[src/rtl/gpio_rx_if.sv]
// gpio_rx_if: connection bundle between a GPIO frame source and the gpio_rx
// receiver.
//   mode      - bit-rate select (0: BIT_CYCLES per bit, 1: 2x BIT_CYCLES)
//   GPIO      - asynchronous serial line, idles high
//   message   - last correctly received word
//   valid     - one-cycle strobe when message updates
//   frame_err - one-cycle strobe on a bad stop bit
//   busy      - receiver not idle
//   rx_count  - good frames received, modulo 8
// master: the side that drives the line (transmitter or bench).
// slave : the receiver.
interface gpio_rx_if #(
    parameter int MSG_W = 5
);
    logic             mode;
    logic             GPIO;
    logic [MSG_W-1:0] message;
    logic             valid;
    logic             frame_err;
    logic             busy;
    logic [2:0]       rx_count;

    modport master (
        output mode, GPIO,
        input  message, valid, frame_err, busy, rx_count
    );

    modport slave (
        input  mode, GPIO,
        output message, valid, frame_err, busy, rx_count
    );
endinterface

[src/rtl/gpio_rx.sv]
// gpio_rx: single-wire serial frame receiver.
// Frame: idle high, start bit low, MSG_W data bits MSB first, stop bit high.
// The line is synchronised with two flops, a start edge is detected in IDLE,
// each bit is sampled at mid-period and a good word is presented on message
// with a one-cycle valid strobe. A low stop bit gives a one-cycle frame_err
// strobe and the receiver then waits for the line to return high.
// Ports:
//   clk - system clock, rising edge
//   rst - synchronous active-high reset
//   rx  - gpio_rx_if.slave (mode, GPIO in; message, valid, frame_err,
//         busy, rx_count out)
// Optional build macro: GPIO_RX_MAJORITY_EN - each bit sample is the 2-of-3
// majority of the synchronised line over the sample cycle and the two cycles
// before it, rejecting single-cycle glitches.
module gpio_rx #(
    parameter int BIT_CYCLES = 1000,
    parameter int MSG_W      = 5
) (
    input  logic     clk,
    input  logic     rst,
    gpio_rx_if.slave rx
);
    localparam int TW = $clog2(2 * BIT_CYCLES);
    localparam int IW = (MSG_W > 1) ? $clog2(MSG_W) : 1;

    // Timer reload values for half and full bit periods in both modes.
    localparam logic [TW-1:0] HALF_M0 = TW'(BIT_CYCLES / 2 - 1);
    localparam logic [TW-1:0] HALF_M1 = TW'(BIT_CYCLES - 1);
    localparam logic [TW-1:0] FULL_M0 = TW'(BIT_CYCLES - 1);
    localparam logic [TW-1:0] FULL_M1 = TW'(2 * BIT_CYCLES - 1);
    localparam logic [IW-1:0] LAST_BIT = IW'(MSG_W - 1);

    typedef enum logic [2:0] {
        IDLE      = 3'd0,
        START     = 3'd1,
        DATA      = 3'd2,
        STOP      = 3'd3,
        WAIT_IDLE = 3'd4
    } state_t;

    function automatic logic maj3(input logic a, input logic b, input logic c);
        return (a & b) | (a & c) | (b & c);
    endfunction

    logic             sync1_r;
    logic             s_r;
    logic             s_d1_r;
`ifdef GPIO_RX_MAJORITY_EN
    logic             s_d2_r;
`endif
    state_t           state_r;
    logic [TW-1:0]    timer_r;
    logic             mode_lat_r;
    logic [IW-1:0]    bit_idx_r;
    logic [MSG_W-1:0] shreg_r;
    logic [MSG_W-1:0] message_r;
    logic             valid_r;
    logic             frame_err_r;
    logic             busy_r;
    logic [2:0]       rx_count_r;

    logic             sample_s;
    logic [TW-1:0]    full_s;

    // Two-flop synchroniser plus history taps for edge detect and majority.
    always_ff @(posedge clk) begin
        if (rst) begin
            sync1_r <= 1'b1;
            s_r     <= 1'b1;
            s_d1_r  <= 1'b1;
`ifdef GPIO_RX_MAJORITY_EN
            s_d2_r  <= 1'b1;
`endif
        end else begin
            sync1_r <= rx.GPIO;
            s_r     <= sync1_r;
            s_d1_r  <= s_r;
`ifdef GPIO_RX_MAJORITY_EN
            s_d2_r  <= s_d1_r;
`endif
        end
    end

    // Bit sample value and full-period reload for the latched bit rate.
    always_comb begin
`ifdef GPIO_RX_MAJORITY_EN
        sample_s = maj3(s_r, s_d1_r, s_d2_r);
`else
        sample_s = s_r;
`endif
        full_s = mode_lat_r ? FULL_M1 : FULL_M0;
    end

    // Receive FSM with registered outputs; strobes default low each cycle.
    always_ff @(posedge clk) begin
        if (rst) begin
            state_r     <= IDLE;
            timer_r     <= {TW{1'b0}};
            mode_lat_r  <= 1'b0;
            bit_idx_r   <= {IW{1'b0}};
            shreg_r     <= {MSG_W{1'b0}};
            message_r   <= {MSG_W{1'b0}};
            valid_r     <= 1'b0;
            frame_err_r <= 1'b0;
            busy_r      <= 1'b0;
            rx_count_r  <= 3'd0;
        end else begin
            valid_r     <= 1'b0;
            frame_err_r <= 1'b0;
            case (state_r)
                IDLE: begin
                    // High-to-low on the synchronised line marks a start edge.
                    if (s_d1_r && !s_r) begin
                        mode_lat_r <= rx.mode;
                        timer_r    <= rx.mode ? HALF_M1 : HALF_M0;
                        state_r    <= START;
                        busy_r     <= 1'b1;
                    end else begin
                        busy_r     <= 1'b0;
                    end
                end
                START: begin
                    if (timer_r == {TW{1'b0}}) begin
                        if (!sample_s) begin
                            state_r   <= DATA;
                            timer_r   <= full_s;
                            bit_idx_r <= {IW{1'b0}};
                        end else begin
                            // Line back high at mid start bit: false start.
                            state_r   <= IDLE;
                            busy_r    <= 1'b0;
                        end
                    end else begin
                        timer_r <= timer_r - TW'(1);
                    end
                end
                DATA: begin
                    if (timer_r == {TW{1'b0}}) begin
                        shreg_r <= (shreg_r << 1) | MSG_W'(sample_s);
                        timer_r <= full_s;
                        if (bit_idx_r == LAST_BIT) begin
                            state_r <= STOP;
                        end else begin
                            bit_idx_r <= bit_idx_r + IW'(1);
                        end
                    end else begin
                        timer_r <= timer_r - TW'(1);
                    end
                end
                STOP: begin
                    if (timer_r == {TW{1'b0}}) begin
                        if (sample_s) begin
                            message_r  <= shreg_r;
                            valid_r    <= 1'b1;
                            rx_count_r <= rx_count_r + 3'd1;
                            state_r    <= IDLE;
                            busy_r     <= 1'b0;
                        end else begin
                            frame_err_r <= 1'b1;
                            state_r     <= WAIT_IDLE;
                        end
                    end else begin
                        timer_r <= timer_r - TW'(1);
                    end
                end
                WAIT_IDLE: begin
                    // Hold here while the line is low so it cannot retrigger.
                    if (s_r) begin
                        state_r <= IDLE;
                        busy_r  <= 1'b0;
                    end else begin
                        state_r <= WAIT_IDLE;
                    end
                end
                default: begin
                    state_r <= IDLE;
                    busy_r  <= 1'b0;
                end
            endcase
        end
    end

    assign rx.message   = message_r;
    assign rx.valid     = valid_r;
    assign rx.frame_err = frame_err_r;
    assign rx.busy      = busy_r;
    assign rx.rx_count  = rx_count_r;

endmodule

[src/flat_wrapper.sv]
// flat-port wrapper written by rule: the top's interface ports become plain ports
module gpio_rx_flat 
#(
    parameter int BIT_CYCLES = 1000,
    parameter int MSG_W      = 5
)
  (clk, rst, rx_mode, rx_GPIO, rx_message, rx_valid, rx_frame_err, rx_busy, rx_rx_count);
  gpio_rx_if #(.MSG_W(MSG_W)) rx_i ();
  input  logic clk;
  input  logic rst;
  input wire logic [$bits(rx_i.mode)-1:0] rx_mode;
  input wire logic [$bits(rx_i.GPIO)-1:0] rx_GPIO;
  output wire logic [$bits(rx_i.message)-1:0] rx_message;
  output wire logic [$bits(rx_i.valid)-1:0] rx_valid;
  output wire logic [$bits(rx_i.frame_err)-1:0] rx_frame_err;
  output wire logic [$bits(rx_i.busy)-1:0] rx_busy;
  output wire logic [$bits(rx_i.rx_count)-1:0] rx_rx_count;
  assign rx_i.mode = rx_mode;
  assign rx_i.GPIO = rx_GPIO;
  assign rx_message = rx_i.message;
  assign rx_valid = rx_i.valid;
  assign rx_frame_err = rx_i.frame_err;
  assign rx_busy = rx_i.busy;
  assign rx_rx_count = rx_i.rx_count;
  gpio_rx #(.BIT_CYCLES(BIT_CYCLES), .MSG_W(MSG_W)) u_core (.clk(clk), .rst(rst), .rx(rx_i));
endmodule
[config.mk]
export PLATFORM = sky130hd
export DESIGN_NAME = gpio_rx_flat
export DESIGN_NICKNAME = d
export VERILOG_FILES = /design/src/rtl/gpio_rx_if.sv /design/src/rtl/gpio_rx.sv /design/src/flat_wrapper.sv
export SDC_FILE = /design/constraint.sdc
export NUM_CORES = 1
export LEC_CHECK = 0
export CORE_MARGIN = 2
export CORE_UTILIZATION = 30
export CTS_CLUSTER_SIZE = 24
export DETAILED_ROUTE_END_ITERATION = 12
export SLEW_MARGIN = 25
export SYNTH_ARGS = -nofsm -noshare
export SYNTH_HDL_FRONTEND = slang
export SYNTH_SLANG_ARGS = --single-unit
[constraint.sdc]
create_clock -name clk -period 1.76 [get_ports clk]
set_input_delay 0.352 -clock clk [delete_from_list [all_inputs] [get_ports clk]]
set_output_delay 0.352 -clock clk [all_outputs]
set_load 0.02 [all_outputs]
==> flow_summary.yaml, run 1 <==
timing:
  layout_worst_path_cycle_share: 1.01
  max_slew.worst_pin.slew_ns: 0.462
  slew_viol_final: 0
  grt_setup_unrepaired: "yes"
  timing.final.crit_period_ns: 1.78
  timing.final.setup_violations: 2
  clock-skew-final_ns: 0.00662
  hold_violations: 0
  fmax_mhz: 563
  postLayoutSetupSlackWorst_ns: -0.0166
  slew-limit-headroom: 0.692
  totalNegativeSetupSlack_ns: -0.0223
critical_path:
  worstReg2RegEnd: "u_core.timer_r[3]"
  crit_chain: "nor4_4 > nand3_4 > buf_6 > or3_4 > a21oi_2 > nor4_2"
  critical_path_peak_fanout: 8
  slowest_delay_ns: 0.41
  setup.worst_path.end_class: "flip-flop"
  cp_data_arrival_time_ns: 1.97
  critical_path.top_delay_family: "simple AND/OR/NAND/NOR gates"
  reg2regPathDepth: 6
  worst_r2r_startpoint: "u_core.timer_r[6]"
  worst-setup-path-type: "reg2reg"
  worst_path_required_ns: 1.95
  critical_path.n_buffers_inverters: 1
  ff2ff_setup_slack_ns: -0.02
  crit_slowest_cell: "nor4_4"
  timing.critical_path.from_type: "flip-flop"
route:
  detail_route.iter0.violations: 93
  routed_via_density: 5.20
  post-route-drc-count: 0
  drt_first_pass_iters: 4
  postRouteAntennaNets: 0
  num_vias: 1810
  final_wirelength_um: 4880
  wl_per_cell_um: 14.0
finish:
  fill_cells: 591
  layout-area-overhead-vs-synth_pct: 43.6
  final_layout_size_suffix_gt1_frac: 0.341
  postLayoutCellArea_um2: 2720
  finish.cell_count_without_fillers: 348
  final_net_count: 281
  diode_count: 0
placed_design:
  dp_worst_setup_slack_ns: -0.159
  dp.final_hpwl_um: 3390
  post-place-cells: 331
  post_dp_cell_area_um2: 2350
  port_buffers: 14
  gp_congestion: 0.838
yosys:
  postSynthRegisterBits: 37
  number_of_flops_mapped_to_enable_cells_by_yosys: 0
  synth_cell_types: 50
  synthCells: 217
  synth-warning-count: 0
  syn_area_per_cell_um2: 8.74
  seq_area_frac_synth: 0.391
  postSynthNetCount: 226
  syn-cell-area_um2: 1900
  synth_flop_cell: "dfxtp_1"
  synthArstFlopShare: 0
min_path:
  number_of_instances_on_the_worst_hold_path: 1
  hold_class: "reg2reg"
  timing.hold.worst_endpoint: "u_core.s_r"
  hold_path_startpoint: "u_core.sync1_r"
pwr:
  p_leak_nw: 1.10
  sw_frac_of_total: 0.304
  combinationalPowerShare: 0.275
  internal_power_mw: 1.60
  clockPowerShare: 0.333
  seq_power_share: 0.392
  power_mw: 2.30
  switching_power_mw: 0.699
  power.density_nw_per_um2: 844
  vdd.ir_drop.worst_mv: 0.600
die:
  die_w_um: 83.5
  y_dimension_of_the_die_um: 83.5
  placeableCoreArea_um2: 6030
  top_level_ports: 15
  floorplan.rows: 28
  floorplan.initialDensity: 0.315
  die_area_um2: 6970
cts:
  clk_pin_slew_worst_paths_ns: 0.08
  clockRootBuffer: "clkbuf_8"
  tritoncts: "done"
  cts_made_buffers: 5
  htree_levels: 2
  postCtsHoldBufs: 0
  worst_skew_late_latency_ns: 0.30
  clkSinkCount: 37
  clock_path_buffers: 2
grt:
  globalRouteOverflowTotal: 0
  antenna_found_initial: 0
  largest_net_degree_at_the_start_of_global_routing: 16
  grt_pass1_wl_um: 8340
  grt_util_all_layers: 0.145
  vias_in_the_first_global_route: 1805
run_status:
  violations: "negative setup slack"
  run_status: "finished with violations"
run:
  number_of_max_cap_violations: 0
## stage by stage
stage | hold slack, ns | util
final | 0.414 | 0.452
after global routing | 0.428 | 0.452
after CTS | 0.417 | 0.428
after detailed placement | 0.397 | 0.390
after global placement | 0.392 | 0.390
after floorplan | 0.389 | -
## routing by layer
metal  vias to the layer above  wire length (um)  part of all wire  global-route usage
li1                        897                 -                 -                   -
met2                        47              2250              0.46               0.235
met5                         -                 0                 0                   0
met1                       857              2320              0.48               0.186
met4                         0                96             0.020              0.0660
met3                         9               216             0.044              0.0317
## cell usage in the layout (no fill, tap or decap), types with 2 or more instances in the layout
| cell type | instances |
|---|---|
| nor3_1 | 9 |
| a21oi_2 | 4 |
| o21ai_1 | 3 |
| a21oi_1 | 9 |
| or3_4 | 2 |
| o21ai_0 | 6 |
| inv_1 | 8 |
| mux2i_1 | 14 |
| and2_1 | 2 |
| a31oi_1 | 2 |
| o22ai_1 | 2 |
| nand3_1 | 5 |
| a211oi_1 | 2 |
| a311oi_1 | 2 |
| nand2b_1 | 2 |
| ha_1 | 3 |
| xnor2_1 | 3 |
| a221oi_2 | 2 |
| dfxtp_1 | 33 |
| nor2b_1 | 2 |
| buf_4 | 42 |
| clkdlybuf4s50_1 | 14 |
| nand3b_1 | 2 |
| xor2_1 | 2 |
| o31ai_1 | 3 |
| clkbuf_8 | 5 |
| nor4_4 | 3 |
| dfxtp_2 | 4 |
| or2_2 | 4 |
| buf_6 | 5 |
| nand2_1 | 10 |
| nor2_1 | 29 |
## power groups by stage
stage	combinational, mW	sequential (mW)	clock [mW]
detailed placement	0.444	0.917	0
CTS	0.551	0.900	0.773
global route	0.683	0.904	0.799
floorplan	0.271	0.920	0
global placement	0.440	0.915	0
finish	0.632	0.900	0.764
## synthesized netlist by cell type (all sizes together), types with 4 or more instances
library cell	instances	share of area
nor4	5	0.032
o21ai	10	0.026
clkbuf	7	0.014
a21oi	13	0.036
buf	6	0.024
nand3	6	0.016
or2	4	0.013
nor3	11	0.032
o31ai	5	0.022
nor2	29	0.057
mux2i	14	0.074
dfxtp	37	0.39
inv	9	0.018
nand2	10	0.020
ha	5	0.033
## final cells by class
type,count,area [um2],area share
clock buffers,5,68.8,0.0253
clock inverters,3,46.3,0.0170
inverters,9,33.8,0.0124
multi-input cells,158,1220,0.449
flip-flops and latches,37,746,0.274
well taps,75,93.8,0.0345
repair buffers,61,512,0.188
## cells by family after synthesis
logic type | after synthesis | synth area share
AOI/OAI and AO/OA | 50 | 0.178
xor gates and xnor gates | 5 | 0.0231
adders and majority gates | 5 | 0.0330
buffers and inverters | 22 | 0.0554
DFF | 37 | 0.391
muxes | 14 | 0.0739
and+or+nand+nor | 84 | 0.246
## worst max path at each step
stage | start | to | slack [ns] | cells past startpoint
after global routing | u_core.timer_r[6] | u_core.timer_r[3] | -0.11 | 7
after detailed placement | u_core.timer_r[2] | u_core.timer_r[9] | -0.16 | 5
after global placement | u_core.timer_r[2] | u_core.timer_r[9] | -0.09 | 5
after floorplan | u_core.timer_r[6] | u_core.rx.rx_count[2] | 0.002 | 8
final | u_core.timer_r[6] | u_core.timer_r[3] | -0.02 | 6
after CTS | u_core.timer_r[4] | u_core.timer_r[9] | -0.03 | 5
## repair_timing
action | CTS | global route
buffers inserted | 8 | 1
pin swaps | 9 | 11
gates resized for setup | 14 | 30
endpoints found under the setup margin | 10 | 26
## worst reg2reg max path, delay by kind of cell (launching register included)
kind                   cells  cell delay (ns)
buffers and inverters      1             0.18
AND/OR/NAND/NOR            4             1.00
AO/OA/AOI/OAI              1             0.15
flip-flops                 1             0.34
## flip-flops by register name, summed over array words and instances (netlist names), 3 cells and up
| name | cells |
|---|---|
| u_core.rx.rx_count | 3 |
| u_core.shreg_r | 5 |
| u_core.bit_idx_r | 3 |
| u_core.rx.message | 5 |
| u_core.timer_r | 11 |
| u_core.state_r | 3 |
Power figures use the tool's default switching activity.
==> run 2, diff against run 1 <==
--- a/config.mk
+++ b/config.mk
@@ -9,6 +9,7 @@
 export CORE_UTILIZATION = 30
 export CTS_CLUSTER_SIZE = 24
 export DETAILED_ROUTE_END_ITERATION = 12
+export MAX_ROUTING_LAYER = met4
 export SLEW_MARGIN = 25
 export SYNTH_ARGS = -nofsm -noshare
 export SYNTH_HDL_FRONTEND = slang
==> run 2 against run 1 <==
Against the previous run:
- the flow still finishes with violations (negative setup slack)
- count of clock-buffer cells in the layout unchanged
- setup slack better by 0.0019 ns
- clock power about the same
- global-route usage up 0.45 points
- sequential share of layout area down 0.28 points
- non-clock buffer count unchanged
- register-to-register slack about the same
- utilization up 0.39 points
- final cell count unchanged
- largest cell class unchanged
==> flow_summary.yaml, run 2 (synthesis results as in run 1) <==
placed_design:
  post-place-cells: 331
  dp.final_hpwl_um: 3390
  gp_congestion: 0.850
  port_buffers: 14
finish:
  layout-area-overhead-vs-synth_pct: 44.8
  diode_count: 0
  final_net_count: 281
  largest-register: "u_core.timer_r"
  utilization: 0.456
  top_library_cells_by_usage_in_the_layout_fill_and_taps_aside: "buf_4, dfxtp_1, nor2_1"
  final_layout_size_suffix_gt1_frac: 0.341
  fill_cells: 590
  final_common_cell: "buf_4"
  finish.cell_count_without_fillers: 348
  largest_reg_flops: 11
timing:
  clock-skew-final_ns: 0.00581
  hold_violations: 0
  postLayoutSetupSlackWorst_ns: -0.0147
  fmax_mhz: 563
  totalNegativeSetupSlack_ns: -0.0176
  timing.final.setup_violations: 2
  timing.final.crit_period_ns: 1.77
  max_slew.worst_pin.slew_ns: 0.461
  slew-limit-headroom: 0.692
  grt_setup_unrepaired: "yes"
  slew_viol_final: 0
  layout_worst_path_cycle_share: 1.01
route:
  final_wirelength_um: 4960
  detail_route.iter0.violations: 84
  postRouteAntennaNets: 0
  num_vias: 1804
  routed_via_density: 5.18
  wl_per_cell_um: 14.3
  post-route-drc-count: 0
  drt_first_pass_iters: 4
grt:
  grt_pass1_wl_um: 8360
  globalRouteOverflowTotal: 0
  largest_net_degree_at_the_start_of_global_routing: 16
  antenna_found_initial: 0
  vias_in_the_first_global_route: 1804
  grt_util_all_layers: 0.150
pwr:
  power_mw: 2.31
  seq_power_share: 0.390
  combinationalPowerShare: 0.281
  switching_power_mw: 0.711
  sw_frac_of_total: 0.308
  p_leak_nw: 1.09
  clockPowerShare: 0.329
  internal_power_mw: 1.60
  power.density_nw_per_um2: 842
  vdd.ir_drop.worst_mv: 0.601
cts:
  clkSinkCount: 37
  tritoncts: "done"
  htree_levels: 2
  worst_skew_late_latency_ns: 0.30
  clockRootBuffer: "clkbuf_8"
  clk_pin_slew_worst_paths_ns: 0.08
  clock_path_buffers: 2
  cts_made_buffers: 5
critical_path:
  worst_path_required_ns: 1.95
  timing.critical_path.from_type: "flip-flop"
  setup.worst_path.end_class: "flip-flop"
  cp_data_arrival_time_ns: 1.97
  crit_chain: "nor4_4 > nand3_4 > buf_6 > or3_4 > a21oi_2 > nor4_2"
  critical_path_peak_fanout: 8
  crit_slowest_cell: "nor4_4"
  worst-setup-path-type: "reg2reg"
  slowest_delay_ns: 0.41
die:
  die_w_um: 83.5
  die_area_um2: 6970
  y_dimension_of_the_die_um: 83.5
  floorplan.initialDensity: 0.315
  placeableCoreArea_um2: 6030
  floorplan.rows: 28
  top_level_ports: 15
run_status:
  violations: "negative setup slack"
  run_status: "finished with violations"
run:
  number_of_max_cap_violations: 0
min_path:
  hold_class: "reg2reg"
-- run 2: cell counts in the layout (fill, tap and decap cells not counted) --
No cell type changed its count.
-- run 2: area by class of cell --
class / instances / area [um2] / share of cell area
Clock buffer: 5 / 68.8 / 0.0251
Clock inverter: 3 / 46.3 / 0.0169
Inverter: 9 / 33.8 / 0.0123
Multi-Input combinational cell: 158 / 1250 / 0.454
Sequential cell: 37 / 744 / 0.271
Tap cell: 75 / 93.8 / 0.0342
Timing Repair Buffer: 61 / 512 / 0.186
-- run 2: worst max-delay path: cells and delay by family, from the launching register on --
| family | cells | cell delay [ns] |
|---|---|---|
| and+or+nand+nor | 4 | 1.00 |
| DFF | 1 | 0.34 |
| buffers and inverters | 1 | 0.18 |
| AOI/OAI and AO/OA | 1 | 0.15 |
-- run 2: through the flow --
step | setup WS, ns | area [um2] | hold slack [ns]
after floorplan | 0.00159 | 1900 | 0.389
after global placement | -0.0868 | 2350 | 0.392
after detailed placement | -0.159 | 2350 | 0.397
after CTS | -0.0305 | 2580 | 0.417
after global routing | -0.114 | 2750 | 0.428
final | -0.0147 | 2750 | 0.414
-- run 2: final timing paths --
path	start	end	slack, ns	cells past startpoint
setup / recovery	u_core.timer_r[6]	u_core.timer_r[3]	-0.01	6
hold / removal	u_core.sync1_r	u_core.s_r	0.41	1
setup reg to reg	u_core.timer_r[6]	u_core.timer_r[3]	-0.01	6
hold reg to reg	u_core.sync1_r	u_core.s_r	0.41	1
-- run 2: power by group through the flow --
| stage | clock [mW] | combinational, mW | sequential, mW |
|---|---|---|---|
| after global routing | 0.799 | 0.699 | 0.904 |
| after global placement | 0 | 0.440 | 0.915 |
| final | 0.761 | 0.649 | 0.900 |
| after CTS | 0.773 | 0.551 | 0.900 |
| after floorplan | 0 | 0.271 | 0.920 |
| after detailed placement | 0 | 0.444 | 0.917 |
-- run 2: per-layer routing --
| layer | track usage | part of all wire |
|---|---|---|
| met1 | 0.189 | 0.48 |
| met2 | 0.234 | 0.47 |
| met3 | 0.0287 | 0.034 |
| met4 | 0.0660 | 0.016 |
| met5 | - | 0 |
-- run 2: repair_timing --
action,4_1_cts,5_1_grt
endpoints found under the setup margin,10,27
resized for setup,14,31
pin swaps,9,12
hold endpoints to repair,0,0
buffers inserted,8,1
hold buffers,0,0
